**config.mk**
```make
export PLATFORM = sky130hd
export DESIGN_NAME = npc_gen_flat
export DESIGN_NICKNAME = d
export VERILOG_FILES = /design/src/rtl/npc_pkg.sv /design/src/rtl/npc_gen_if.sv /design/src/rtl/npc_ras.sv /design/src/rtl/npc_gen.sv /design/src/flat_wrapper.sv
export SDC_FILE = /design/constraint.sdc
export NUM_CORES = 1
export LEC_CHECK = 0
export ABC_AREA = 1
export BUFFER_PORTS_ARGS = -buffer_cell sky130_fd_sc_hd__buf_2
export CAP_MARGIN = 20
export CORE_MARGIN = 10
export CORE_UTILIZATION = 44
export DETAILED_ROUTE_END_ITERATION = 10
export GPL_TIMING_DRIVEN = 0
export PLACE_DENSITY = 0.83
export SLEW_MARGIN = 10
export SYNTH_ARGS = -nofsm -noshare
export SYNTH_HDL_FRONTEND = slang
export SYNTH_HIERARCHICAL = 1
export SYNTH_SLANG_ARGS = --single-unit
export TNS_END_PERCENT = 50
```
**constraint.sdc**
```tcl
create_clock -name clk -period 3.4 [get_ports clk]
set_input_delay 0.34 -clock clk [delete_from_list [all_inputs] [get_ports clk]]
set_output_delay 0.34 -clock clk [all_outputs]
set_load 0.01 [all_outputs]
```
**src/rtl/npc_pkg.sv**
```systemverilog
// npc_pkg: shared types and constants for the pre-IF next-PC generator.
// Optional return address stack is enabled with NPC_RAS_EN.
package npc_pkg;

    typedef enum logic [2:0] {
        INS_NONE = 3'b000,
        INS_COND = 3'b001,
        INS_JUMP = 3'b010,
        INS_CALL = 3'b011,
        INS_RET  = 3'b100,
        INS_IND  = 3'b101
    } ins_type_t;

    localparam logic [31:0] RESET_PC_DEFAULT = 32'h1c000000;
    localparam int unsigned FETCH_BYTES      = 8;

    // Static prediction: conditionals are taken only when they branch backwards.
    function automatic logic slot_taken(input ins_type_t t, input logic [31:0] tgt,
                                        input logic [31:0] pc);
        logic tk;
        case (t)
            INS_COND: tk = (tgt < pc);
            INS_JUMP, INS_CALL, INS_RET, INS_IND: tk = 1'b1;
            default: tk = 1'b0;
        endcase
        return tk;
    endfunction

endpackage

```
**src/rtl/npc_gen_if.sv**
```systemverilog
// npc_gen_if: BTB lookup/hit data, backend redirect and fetch-packet signals of npc_gen.
// master = next-PC generator, slave = surrounding BTB / IF / backend.
interface npc_gen_if;
    import npc_pkg::*;

    logic        redirect;
    logic [31:0] redirect_pc;
    logic        if_ready;
    logic [31:0] fetch_pc_0;
    logic [31:0] fetch_pc_1;
    logic [31:0] target_pc_0;
    logic [31:0] target_pc_1;
    logic [2:0]  ins_type_0;
    logic [2:0]  ins_type_1;
    logic        pc_valid;
    logic [31:0] pc_out;
    logic        slot1_valid;
    logic [1:0]  pred_taken;
    logic [31:0] pred_target;

    modport master (
        input  redirect, redirect_pc, if_ready,
        input  target_pc_0, target_pc_1, ins_type_0, ins_type_1,
        output fetch_pc_0, fetch_pc_1,
        output pc_valid, pc_out, slot1_valid, pred_taken, pred_target
    );

    modport slave (
        output redirect, redirect_pc, if_ready,
        output target_pc_0, target_pc_1, ins_type_0, ins_type_1,
        input  fetch_pc_0, fetch_pc_1,
        input  pc_valid, pc_out, slot1_valid, pred_taken, pred_target
    );

endinterface

```
**src/rtl/npc_ras.sv**
```systemverilog
// npc_ras: circular return address stack with saturating occupancy count.
// Only instantiated when NPC_RAS_EN is defined; a full push overwrites the oldest entry.
module npc_ras
    import npc_pkg::*;
#(
    parameter int unsigned RAS_DEPTH = 8
) (
    input  logic        clk,
    input  logic        reset,
    input  logic        i_push,
    input  logic        i_pop,
    input  logic [31:0] i_push_data,
    output logic [31:0] o_top,
    output logic        o_empty
);

    localparam int PTR_W = $clog2(RAS_DEPTH);
    localparam int CNT_W = $clog2(RAS_DEPTH + 1);

    logic [31:0]      r_mem [RAS_DEPTH];
    logic [PTR_W-1:0] r_ptr;
    logic [CNT_W-1:0] r_cnt;
    logic [PTR_W-1:0] w_top_idx;

    assign w_top_idx = r_ptr - 1'b1;
    assign o_top     = r_mem[w_top_idx];
    assign o_empty   = (r_cnt == '0);

    always_ff @(posedge clk) begin
        if (!reset) begin
            r_ptr <= '0;
            r_cnt <= '0;
        end else if (i_push) begin
            r_ptr <= r_ptr + 1'b1;
            if (r_cnt != CNT_W'(RAS_DEPTH))
                r_cnt <= r_cnt + 1'b1;
        end else if (i_pop && !o_empty) begin
            r_ptr <= w_top_idx;
            r_cnt <= r_cnt - 1'b1;
        end
    end

    // Storage carries data only, so it is left out of reset.
    always_ff @(posedge clk) begin
        if (i_push)
            r_mem[r_ptr] <= i_push_data;
    end

endmodule

```
**src/rtl/npc_gen.sv**
```systemverilog
// npc_gen: fetch PC register, dual-slot BTB lookup and same-cycle next-PC selection.
// Define NPC_RAS_EN to predict returns from an internal return address stack.
module npc_gen
    import npc_pkg::*;
#(
    parameter logic [31:0] RESET_PC  = RESET_PC_DEFAULT,
    parameter int unsigned RAS_DEPTH = 8
) (
    input logic       clk,
    input logic       reset,
    npc_gen_if.master bus
);

    if (RAS_DEPTH < 2 || (RAS_DEPTH & (RAS_DEPTH - 1)) != 0) begin : g_bad_depth
        $error("npc_gen: RAS_DEPTH must be a power of 2 and at least 2");
    end

    logic [31:0] r_pc_p0;
    logic [31:0] w_pc1;
    logic [31:0] w_seq_pc;
    logic        w_slot1_valid;
    ins_type_t   w_type0;
    ins_type_t   w_type1;
    logic [1:0]  w_taken;
    logic        w_any_taken;
    logic        w_sel_slot1;
    logic [31:0] w_sel_btb;
    logic [31:0] w_eff_target;
    logic [31:0] w_pred_target;

    always_comb begin
        w_pc1         = r_pc_p0 + 32'd4;
        w_seq_pc      = {r_pc_p0[31:3], 3'b000} + 32'(FETCH_BYTES);
        w_slot1_valid = ~r_pc_p0[2];
        w_type0       = ins_type_t'(bus.ins_type_0);
        w_type1       = ins_type_t'(bus.ins_type_1);
        w_taken[0]    = slot_taken(w_type0, bus.target_pc_0, r_pc_p0);
        w_taken[1]    = w_slot1_valid & ~w_taken[0]
                        & slot_taken(w_type1, bus.target_pc_1, w_pc1);
        w_any_taken   = |w_taken;
        w_sel_slot1   = ~w_taken[0];
        w_sel_btb     = w_sel_slot1 ? bus.target_pc_1 : bus.target_pc_0;
    end

`ifdef NPC_RAS_EN
    ins_type_t   w_sel_type;
    logic [31:0] w_sel_pc;
    logic        w_fire;
    logic        w_ras_push;
    logic        w_ras_pop;
    logic [31:0] w_ras_top;
    logic        w_ras_empty;

    always_comb begin
        w_sel_type   = w_sel_slot1 ? w_type1 : w_type0;
        w_sel_pc     = w_sel_slot1 ? w_pc1 : r_pc_p0;
        w_fire       = bus.pc_valid & bus.if_ready;
        w_ras_push   = w_fire & w_any_taken & (w_sel_type == INS_CALL);
        w_ras_pop    = w_fire & w_any_taken & (w_sel_type == INS_RET);
        w_eff_target = (w_sel_type == INS_RET && !w_ras_empty) ? w_ras_top : w_sel_btb;
    end

    npc_ras #(
        .RAS_DEPTH (RAS_DEPTH)
    ) u_ras (
        .clk         (clk),
        .reset       (reset),
        .i_push      (w_ras_push),
        .i_pop       (w_ras_pop),
        .i_push_data (w_sel_pc + 32'd4),
        .o_top       (w_ras_top),
        .o_empty     (w_ras_empty)
    );
`else
    assign w_eff_target = w_sel_btb;
`endif

    assign w_pred_target = w_any_taken ? w_eff_target : 32'd0;

    // Packet outputs; prediction is forced quiet while reset is held.
    assign bus.fetch_pc_0  = r_pc_p0;
    assign bus.fetch_pc_1  = w_pc1;
    assign bus.pc_out      = r_pc_p0;
    assign bus.slot1_valid = w_slot1_valid;
    assign bus.pc_valid    = reset & ~bus.redirect;
    assign bus.pred_taken  = reset ? w_taken : 2'b00;
    assign bus.pred_target = reset ? w_pred_target : 32'd0;

    // ---- stage p0: fetch PC register ----
    always_ff @(posedge clk) begin
        if (!reset)
            r_pc_p0 <= RESET_PC;
        else if (bus.redirect)
            r_pc_p0 <= bus.redirect_pc;
        else if (bus.if_ready)
            r_pc_p0 <= w_any_taken ? w_pred_target : w_seq_pc;
    end

endmodule
```
**src/flat_wrapper.sv**
```systemverilog
// flat-port wrapper written by rule: the top's interface ports become plain ports
module npc_gen_flat import npc_pkg::*;
#(
    parameter logic [31:0] RESET_PC  = RESET_PC_DEFAULT,
    parameter int unsigned RAS_DEPTH = 8
)
  (clk, reset, bus_redirect, bus_redirect_pc, bus_if_ready, bus_target_pc_0, bus_target_pc_1, bus_ins_type_0, bus_ins_type_1, bus_fetch_pc_0, bus_fetch_pc_1, bus_pc_valid, bus_pc_out, bus_slot1_valid, bus_pred_taken, bus_pred_target);
  npc_gen_if bus_i ();
  input logic clk;
  input logic reset;
  input wire logic [$bits(bus_i.redirect)-1:0] bus_redirect;
  input wire logic [$bits(bus_i.redirect_pc)-1:0] bus_redirect_pc;
  input wire logic [$bits(bus_i.if_ready)-1:0] bus_if_ready;
  input wire logic [$bits(bus_i.target_pc_0)-1:0] bus_target_pc_0;
  input wire logic [$bits(bus_i.target_pc_1)-1:0] bus_target_pc_1;
  input wire logic [$bits(bus_i.ins_type_0)-1:0] bus_ins_type_0;
  input wire logic [$bits(bus_i.ins_type_1)-1:0] bus_ins_type_1;
  output wire logic [$bits(bus_i.fetch_pc_0)-1:0] bus_fetch_pc_0;
  output wire logic [$bits(bus_i.fetch_pc_1)-1:0] bus_fetch_pc_1;
  output wire logic [$bits(bus_i.pc_valid)-1:0] bus_pc_valid;
  output wire logic [$bits(bus_i.pc_out)-1:0] bus_pc_out;
  output wire logic [$bits(bus_i.slot1_valid)-1:0] bus_slot1_valid;
  output wire logic [$bits(bus_i.pred_taken)-1:0] bus_pred_taken;
  output wire logic [$bits(bus_i.pred_target)-1:0] bus_pred_target;
  assign bus_i.redirect = bus_redirect;
  assign bus_i.redirect_pc = bus_redirect_pc;
  assign bus_i.if_ready = bus_if_ready;
  assign bus_i.target_pc_0 = bus_target_pc_0;
  assign bus_i.target_pc_1 = bus_target_pc_1;
  assign bus_i.ins_type_0 = bus_ins_type_0;
  assign bus_i.ins_type_1 = bus_ins_type_1;
  assign bus_fetch_pc_0 = bus_i.fetch_pc_0;
  assign bus_fetch_pc_1 = bus_i.fetch_pc_1;
  assign bus_pc_valid = bus_i.pc_valid;
  assign bus_pc_out = bus_i.pc_out;
  assign bus_slot1_valid = bus_i.slot1_valid;
  assign bus_pred_taken = bus_i.pred_taken;
  assign bus_pred_target = bus_i.pred_target;
  npc_gen #(.RESET_PC(RESET_PC), .RAS_DEPTH(RAS_DEPTH)) u_core (.clk(clk), .reset(reset), .bus(bus_i));
endmodule
```
==> metrics, run 1 <==
vias in the first global route=6,941; number of port buffers=approximately 240; grt ovf=0; Synth Area in Adders=0.152; Final Setup Violations=66; Routability Congestion=~1; P&R area growth vs syn=55.1%; fillcell total=a little under 1,000; failing checks=setup timing; CTS H-Tree Depth=2; period utilization=1.33; cells on worst reg2reg path=28; Hold Fails Final Rpt=0; Critical Path Sink Type=output port; P per Cell Area=a little under 300 nW/um2; total I/O pin count=between 200 and 250; Detailed Route WL=between 20,000 and 30,000 um; initial DRC count=roughly 780; Crit Reg-Reg Startpoint=u_core/bus.fetch_pc_0[5]; Post-DRT Antenna Nets=0; mapped cell area=approximately 5300 um2; VDD IR max=between 200 and 250 uV; Worst Skew=0.00674 ns; mux cell area share after synthesis=0; Row Count=39; DR pass1 iterations=5; Worst path slowest cell=dfxtp_4; r2r setup slk=-0.91 ns; CP Capture Point=bus_pred_target[2]; DR vias=~7,300; die span in x=129 um; main combinational cell family by area after synthesis=simple AND/OR/NAND/NOR gates; max FFs per register=32; Initial Util=0.455; total global routing track utilization=0.272; crit-path max FO=3; slew margin rel.=0.391; fmax=222 MHz; CTS Root Cell=clkbuf_16; Layout Nets=~1,400; CP required=a little over 3 ns; Synth Area per Inst=between 5 and 6 um2; crit path DAT=approximately 4.2 ns; Slew Limit Fails=0; worst-margin pin slew=slightly above 0.9 ns; largest net degree at the start of global routing=13; share of layout cells above drive strength 1=0.434; run status=finished, violations left; initial antenna violation count=1; Cell variety after synth=40; Yosys warning count=6; Clock transition at path regs=roughly 0.060 ns; fin worst setup slack=-1.11 ns; P_leak=roughly 4.4 nW; Worst Hold Class=in -> reg; DP HPWL=18,700 um; Core ar.=roughly 12,000 um2; WS Path Type=reg -> out; Max clock buf depth=2; clock sink count=32; Seq cells post-synth=32; Die ar.=about 17,000 um2; total CTS buffers=5; CTS tree=done; startpoint types=register; DR vias/cell=approximately 5.5; fin crit period=4.51 ns; CP max stage delay=around 0.36 ns; WL per Instance=around 19 um; worst skew pair latency=roughly 0.28 ns; RSZ-0062 raised after global routing=yes; DRC Markers=0; max-cap violations=0; Synth Area in XOR/XNOR=0.0666; first-pass GRT wire length=about 36,000 um; Post-Syn Instances=roughly 880; post-synthesis sequential area ratio=0.122; crit path launch=u_core/bus.fetch_pc_0[5]; total power=roughly 0.0024 W; Simple-Gate Fraction of Synth Area=0.380; Compound-Gate Fraction of Synth Area=0.131; setup TNS=-61.43 ns; syn_nets=around 1,100; RR Endpoint=u_core/bus.fetch_pc_0[6]; Die Ht=129 um
-- cells in the final DEF (no fill, tap or decap), types with 8 or more instances in the layout --
cell and n:
xor2_1 34, inv_1 79, buf_6 16, nor2_4 14, buf_4 95, a21oi_1 43, nor2_1 50, ha_1 61
a21oi_2 17, nand4_1 8, nand2_1 265, a22oi_1 19, buf_2 232, nor2_2 28, dfxtp_1 19, clkbuf_1 20
o21ai_0 10, nor3_1 14, nand2_4 29, inv_2 13, nand3_1 29
-- Yosys cell counts, drive strengths merged --
library cell	n	area (um2)
o21bai	1	7.51
clkinv	1	3.75
a211oi	1	20.0
buf	46	347
clkbuf	20	75.1
ha	64	801
o21ai	23	126
and3b	1	8.76
a221oi	3	26.3
nand4	8	50.1
nand3	34	188
nor2	92	375
or2	2	12.5
xor2	40	350
a31oi	1	6.26
dfxtp	32	641
o21a	6	45.0
nand2	303	1150
nor3b	1	7.51
inv	95	359
a21oi	61	313
nor4	8	56.3
nor3	22	151
a22oi	19	143
-- logic make-up (layout without fill, tap and decap cells) --
| kind of cell | after synthesis | after routing |
|---|---|---|
| buffers and inverters | 162 | 475 |
| adders and majority gates | 64 | 64 |
| xor gates and xnor gates | 40 | 40 |
| DFF | 32 | 32 |
| AOI/OAI and AO/OA | 115 | 115 |
| and+or+nand+nor | 471 | 471 |
| other | 0 | 1 |
-- routing by layer --
metal | share of wire | global-route usage
met1 | 0.36 | 0.321
met2 | 0.48 | 0.469
met3 | 0.12 | 0.0648
met4 | 0.034 | 0.106
met5 | 0 | 0
-- report_power, final --
| part | leakage [nW] | switching (W) | internal (W) |
|---|---|---|---|
| Clock | 0.0679 | 0.000181 | 0.000271 |
| Sequential | 0.272 | 0.0000551 | 0.000407 |
| Combinational | 4.05 | 0.000815 | 0.000623 |
-- critical path: cells and delay by family, from the launching register on --
family | cells | cell delay, ns
buffers and inverters | 6 | 0.69
AND/OR/NAND/NOR | 15 | 1.99
AO/OA/AOI/OAI | 2 | 0.35
adder cells (fa/ha/maj) | 1 | 0.27
flip-flops | 1 | 0.36
XOR/XNOR | 1 | 0.21
-- worst min-delay path by stage --
stage | startpoint | endpoint | slack, ns | cells after the start
after floorplan | reset | u_core/bus.fetch_pc_0[2] | 0.45 | 2
after global placement | u_core/bus.fetch_pc_0[7] | u_core/bus.fetch_pc_0[7] | 0.50 | 2
after detailed placement | u_core/bus.fetch_pc_0[7] | u_core/bus.fetch_pc_0[7] | 0.51 | 2
after CTS | reset | u_core/bus.fetch_pc_0[2] | 0.30 | 3
after global routing | bus_redirect_pc[28] | u_core/bus.fetch_pc_0[28] | 0.31 | 3
final | reset | u_core/bus.fetch_pc_0[2] | 0.30 | 3
-- per-stage QoR --
step	utilization	hold WS (ns)	setup WS [ns]	cells	instance area, um2
global route	0.706	0.313	-1.25	1341	8160
detailed placement	0.582	0.507	-1.09	1263	6730
finish	0.706	0.297	-1.11	1341	8160
floorplan	-	0.451	0.00395	884	5370
global placement	0.582	0.498	-1.09	1263	6730
CTS	0.669	0.298	-1.14	1321	7730
-- area by class of cell --
cell class	count	area, um2	area share
antenna	1	2.50	0.000307
buffer	66	477	0.0584
clock buffer	7	133	0.0162
clock inverter	1	5.00	0.000613
inverter	96	374	0.0458
multi-input combinational	690	4490	0.550
sequential	32	674	0.0826
tap	143	179	0.0219
timing repair buffer	305	1830	0.224
-- what timing repair did --
action / in CTS / in global routing
resized for setup: 116 / 70
hold buffers: 0 / 0
buffers inserted: 48 / 20
endpoints found under the setup margin: 66 / 66
cloned: 2 / 0
pin swaps: 45 / 22
No activity file was read; power rests on OpenSTA's default activity.
==> run 2, diff against run 1 <==
--- a/config.mk
+++ b/config.mk
@@ -7,12 +7,12 @@
 export LEC_CHECK = 0
 export ABC_AREA = 1
 export BUFFER_PORTS_ARGS = -buffer_cell sky130_fd_sc_hd__buf_2
-export CAP_MARGIN = 20
 export CORE_MARGIN = 10
-export CORE_UTILIZATION = 44
+export CORE_UTILIZATION = 45
+export CTS_BUF_LIST = sky130_fd_sc_hd__clkbuf_2
 export DETAILED_ROUTE_END_ITERATION = 10
 export GPL_TIMING_DRIVEN = 0
-export PLACE_DENSITY = 0.83
+export PLACE_DENSITY = 0.81
 export SLEW_MARGIN = 10
 export SYNTH_ARGS = -nofsm -noshare
 export SYNTH_HDL_FRONTEND = slang
==> constraint.sdc (replaced) <==
create_clock -name clk -period 4.74 [get_ports clk]
set_input_delay 0.474 -clock clk [delete_from_list [all_inputs] [get_ports clk]]
set_output_delay 0.474 -clock clk [all_outputs]
set_load 0.01 [all_outputs]
==> metrics, run 2 (synthesis results as in run 1) <==
first-pass GRT wire length=35,700 um (-1.9%); P per Cell Area=192 nW/um2 (-33%); net load switching power=0.000661 W (-37%); crit-path max FO=10 (+7); largest net degree at the start of global routing=13 (unchanged); worst-margin pin slew=0.804 ns (-0.110 ns); Worst Skew=0.0248 ns (+0.0180 ns); CTS tree=done; number of port buffers=236 (unchanged); total power=0.00137 W (-42%); CTS Hold Bufs=0 (unchanged); most common cell after layout, fill and taps aside=nand2_1; slew margin rel.=0.462 (+0.0718); crit path DAT=4.28 ns (+0.11 ns); Routability Congestion=0.963 (-2.6%); total global routing track utilization=0.271 (-0.00136); Hold Fails Final Rpt=0 (unchanged); Clock transition at path regs=0.21 ns (+0.15 ns); Critical Path Sink Type=output port; initial antenna violation count=1 (unchanged); WS Path Type=reg -> out; Layout Nets=1,321 (-3.3%); startpoint types=register; Hold Slack=0.280 ns (-0.0169 ns); Pint=0.000712 W (-45%); Logic pwr share=0.610 (about the same); most frequent cells in the layout=289 x nand2_1, 238 x buf_2, 83 x inv_1; Initial Util=0.461 (+0.00583); Post-DRT Antenna Nets=0 (unchanged); P_leak=3.98 nW (-9.3%); RSZ-0062 raised after global routing=yes; DR pass1 iterations=7 (+2); failing checks=setup timing; Core ar.=11,400 um2 (-1.3%); Worst Hold Class=in -> reg; fmax=210 MHz; Row Count=39 (unchanged); CP required=4.27 ns (+1.21 ns); Max clock buf depth=2 (unchanged); fillcell total=1,145 (+17%); DR vias=6,906 (-5.7%); Sw Share=0.481 (+0.0344); worst skew pair latency=0.41 ns (+0.13 ns); CTS Root Cell=clkbuf_2; CP max stage delay=0.44 ns (+0.08 ns); Die Ht=128 um (-0.95%); initial DRC count=662 (-15%); VDD IR max=97.0 uV (-59%); die span in x=128 um (-0.95%); Die ar.=16,400 um2 (-1.9%); DRC Markers=0 (unchanged); sequential cell area=669 um2 (-0.74%); grt ovf=0 (unchanged); P&R area growth vs syn=36.1%; crit path cell chain=ha_4, nand3_2, nor2_2, inv_1, nor2_2, inv_1, nor2_4, nand2_1, xor2_1, inv_1, ha_1, nand2_1, nor2_4, nand4_1, nor4_2, nand2_2, a21oi_4, o21ai_4, buf_12, nand2_1, nor2_1, buf_2; Detailed Route WL=24,200 um (-3.8%); Multi-input gate area=4050 um2 (-9.8%); share of layout cells above drive strength 1=0.343 (-0.0915); max-cap violations=0 (unchanged); sequential share of power=0.240 (+0.044); vias in the first global route=6,560 (-5.5%); clock sink count=32 (unchanged); fin worst setup slack=-0.0116 ns (+1.10 ns); DR vias/cell=5.33 (-2.4%); max FFs per register=32 (unchanged); CTS H-Tree Depth=2 (unchanged); total I/O pin count=238 (unchanged); run status=finished, violations left; Worst path slowest cell=dfxtp_2; DP HPWL=19,100 um (+2.4%); WL per Instance=18.7 um (-0.45%); clock power share=0.150 (-0.042); fin crit period=4.75 ns; Slew Limit Fails=0 (unchanged); period utilization=1.00; Final Setup Violations=5 (-92%); total CTS buffers=5 (unchanged); pre-CTS setup slack=-0.0660 ns (+1.02 ns)
==> run 2: final cells by class <==
class	instances	share of cell area
Antenna cell	1	0.000349
Buffer	66	0.0619
Clock buffer	6	0.00419
Clock inverter	2	0.00489
Inverter	96	0.0515
Multi-Input combinational cell	690	0.565
Sequential cell	32	0.0935
Tap cell	143	0.0250
Timing Repair Buffer	260	0.193
==> run 2: worst paths after layout <==
path,startpoint,end,slack (ns),cells past startpoint
worst max-delay path,u_core/bus.fetch_pc_0[2],bus_pred_target[19],-0.01,22
worst min-delay path,reset,u_core/bus.fetch_pc_0[1],0.28,3
worst max register to register,u_core/bus.fetch_pc_0[2],u_core/bus.fetch_pc_0[22],0.55,24
worst min register to register,u_core/bus.fetch_pc_0[30],u_core/bus.fetch_pc_0[30],0.52,2
==> run 2: layer usage <==
metal	share of wire	up-vias	global-route usage
met5	0	-	0
met4	0.025	0	0.0821
met3	0.11	39	0.0711
met2	0.47	391	0.463
met1	0.39	3122	0.324
li1	-	3354	-
==> run 2: worst max-delay path, delay by kind of cell (launching register included) <==
| kind | cells | cell delay, ns |
|---|---|---|
| AOI/OAI and AO/OA | 2 | 0.33 |
| adders and majority gates | 2 | 0.46 |
| buffers and inverters | 5 | 0.63 |
| and+or+nand+nor | 12 | 1.74 |
| DFF | 1 | 0.44 |
| xor gates and xnor gates | 1 | 0.25 |
==> run 2: power groups by stage <==
stage               logic, W  clock network [W]  registers (W)
finish              0.000837           0.000206       0.000330
global route        0.000917           0.000212       0.000333
CTS                 0.000779           0.000204       0.000328
detailed placement  0.000758                  0       0.000337
global placement    0.000746                  0       0.000337
floorplan           0.000460                  0       0.000336
==> run 2: repair_timing <==
| item | in CTS | in global routing |
|---|---|---|
| gates resized for setup | 26 | 51 |
| buffers inserted | 10 | 13 |
| cloned | 0 | 1 |
| pin swaps | 5 | 20 |
| setup endpoints to repair | 33 | 33 |
==> run 2: per-stage QoR <==
step                 util  std cells  instance area [um2]  setup TNS (ns)
global route        0.627       1296                 7160           -3.85
floorplan               -        884                 5260               0
global placement    0.580       1263                 6620         -0.0974
finish              0.627       1296                 7160         -0.0273
CTS                 0.600       1281                 6850        -0.00319
detailed placement  0.580       1263                 6620          -0.789
==> run 3, diff against run 2 <==
--- a/config.mk
+++ b/config.mk
@@ -7,12 +7,13 @@
 export LEC_CHECK = 0
 export ABC_AREA = 1
 export BUFFER_PORTS_ARGS = -buffer_cell sky130_fd_sc_hd__buf_2
+export CAP_MARGIN = 10
 export CORE_MARGIN = 10
-export CORE_UTILIZATION = 45
+export CORE_UTILIZATION = 50
 export CTS_BUF_LIST = sky130_fd_sc_hd__clkbuf_2
 export DETAILED_ROUTE_END_ITERATION = 10
 export GPL_TIMING_DRIVEN = 0
-export PLACE_DENSITY = 0.81
+export PLACE_DENSITY = 0.88
 export SLEW_MARGIN = 10
 export SYNTH_ARGS = -nofsm -noshare
 export SYNTH_HDL_FRONTEND = slang
==> metrics, run 3 (synthesis results as in run 1) <==
startpoint types=register; Clock transition at path regs=0.23 ns (+0.02 ns); Multi-input gate area=4200 um2 (+3.8%); Worst Hold Class=in -> reg; Worst Skew=0.0221 ns (-0.00266 ns); Post-DRT Antenna Nets=0 (unchanged); RSZ-0062 raised after global routing=yes; Layout Nets=1,337 (+1.2%); CTS H-Tree Depth=2 (unchanged); largest net degree at the start of global routing=13 (unchanged); DR vias/cell=5.64 (+5.8%); Routability Congestion=1.00 (+4.0%); P per Cell Area=196 nW/um2 (+2.2%); worst skew pair latency=0.41 ns (about the same); Die Ht=123 um (-4.3%); max FFs per register=32 (unchanged); worst hold stages=3 (unchanged); fin crit period=4.83 ns (+0.0795 ns); cells on worst reg2reg path=27 (+13%); total global routing track utilization=0.310 (+0.0389); Slew Limit Fails=0 (unchanged); P&R area growth vs syn=42.1%; pre-CTS setup slack=-0.0597 ns (+0.00624 ns); crit-path max FO=8 (-2); VDD IR max=113 uV (+16%); max-cap violations=0 (unchanged); crit path DAT=4.36 ns (+0.08 ns); Detailed Route WL=25,200 um (+3.9%); Die ar.=15,000 um2 (-8.5%); Final Setup Violations=29 (+24); clock sink count=32 (unchanged); Row Count=37 (-5.1%); Critical Path Sink Type=output port; CTS Hold Bufs=0 (unchanged); Initial Util=0.512 (+0.0512); worst-margin pin slew=0.800 ns (-0.00420 ns); Core ar.=10,300 um2 (-10%); CP required=4.27 ns (about the same); failing checks=setup timing; WS Path Type=reg -> out; fmax=207 MHz (-1.6%); most common cell after layout, fill and taps aside=nand2_1; grt ovf=0 (unchanged); CTS Root Cell=clkbuf_2; WL per Instance=19.3 um (+3.2%); initial DRC count=973 (+47%); dpl cells=1,256 (-0.55%); DRC Markers=0 (unchanged); die span in x=123 um (-4.3%); sequential cell area=677 um2 (+1.1%); initial antenna violation count=2 (+1); first-pass GRT wire length=37,200 um (+4.3%); period utilization=1.02 (+0.0168); total CTS buffers=5 (unchanged); share of layout cells above drive strength 1=0.377 (+0.0338); vias in the first global route=7,081 (+7.9%); placed cell areas=6610 um2 (-0.13%); Design Area, Final=7480 um2 (+4.4%); P_leak=4.16 nW (+4.4%); DR vias=7,354 (+6.5%); fillcell total=886 (-23%); DP HPWL=18,800 um (-1.5%); total I/O pin count=238 (unchanged); Hold Fails Final Rpt=0 (unchanged); DR pass1 iterations=6 (-1); number of port buffers=236 (unchanged); most frequent cells in the layout=269 x nand2_1, 238 x buf_2, 82 x inv_1; Finished Layout Cells=1,305 (+0.69%); fin worst setup slack=-0.0911 ns (-0.0795 ns); run status=finished, violations left; Max clock buf depth=2 (unchanged); CTS tree=done; slew margin rel.=0.465 (+0.00281)
[run 3: cell types whose count changed in the layout (fill, tap and decap cells not counted), moves of 4 or more]
cell     previous run  this run
dfxtp_1            21        17
nor2_1             78        74
nand2_1           289       269
buf_4              60        75
nand2_4             7        24
[run 3: repair_timing]
| action | in CTS | in global routing |
|---|---|---|
| setup endpoints to repair | 33 | 33 |
| pin swaps | 29 | 25 |
| gates cloned | 3 | 0 |
| buffers inserted | 19 | 18 |
| gates resized for setup | 87 | 47 |
[run 3: final cells by class]
class	instances	area share
antenna	1	0.000335
buffer	66	0.0611
clock buffer	6	0.00402
clock inverter	2	0.00469
inverter	96	0.0500
multi-input combinational	690	0.562
sequential	32	0.0905
tap	136	0.0228
timing repair buffer	276	0.204
[run 3: path summary, 6_finish.rpt]
kind	startpoint	to	slack, ns
worst min-delay path	reset	u_core/bus.fetch_pc_0[2]	0.29
worst min register to register	u_core/bus.fetch_pc_0[30]	u_core/bus.fetch_pc_0[30]	0.53
worst max-delay path	u_core/bus.fetch_pc_0[3]	bus_pred_target[21]	-0.09
worst max register to register	u_core/bus.fetch_pc_0[3]	u_core/bus.fetch_pc_0[12]	0.50
[run 3: per-layer routing]
layer	routed length, um	track usage	part of all wire
met5	13	0	0.00052
met2	11700	0.528	0.46
met4	1200	0.130	0.048
met3	3230	0.0771	0.13
met1	9060	0.364	0.36
[run 3: worst max-delay path: stages (launching register included)]
cell	delay [ns]
dfxtp_4	0.42
ha_2	0.21
nand3_2	0.12
nor2_2	0.19
inv_2	0.10
nor2_4	0.12
inv_1	0.08
nor2_4	0.16
inv_2	0.09
nor4_4	0.16
xor2_1	0.27
inv_1	0.07
ha_1	0.29
nand2_1	0.04
o21ai_0	0.24
nand2_1	0.08
a21oi_1	0.30
nor2_2	0.10
a21oi_4	0.22
o21ai_4	0.08
buf_12	0.16
buf_12	0.15
nand2_4	0.06
nor2_1	0.05
buf_2	0.18
[run 3: per-stage QoR]
| stage | power (W) | setup TNS, ns | hold slack, ns | utilization |
|---|---|---|---|---|
| floorplan | 0.000795 | 0 | 0.515 | - |
| global placement | 0.00108 | -0.0596 | 0.496 | 0.644 |
| detailed placement | 0.00109 | -0.208 | 0.505 | 0.644 |
| CTS | 0.00138 | -0.659 | 0.281 | 0.696 |
| global route | 0.00156 | -6.92 | 0.292 | 0.727 |
| finish | 0.00147 | -1.67 | 0.291 | 0.727 |
[run 3: power breakdown]
group | internal [W] | total [W] | switching (W)
Clock | 0.0000907 | 0.000209 | 0.000118
Combinational | 0.000377 | 0.000924 | 0.000547
Sequential | 0.000292 | 0.000333 | 0.0000408
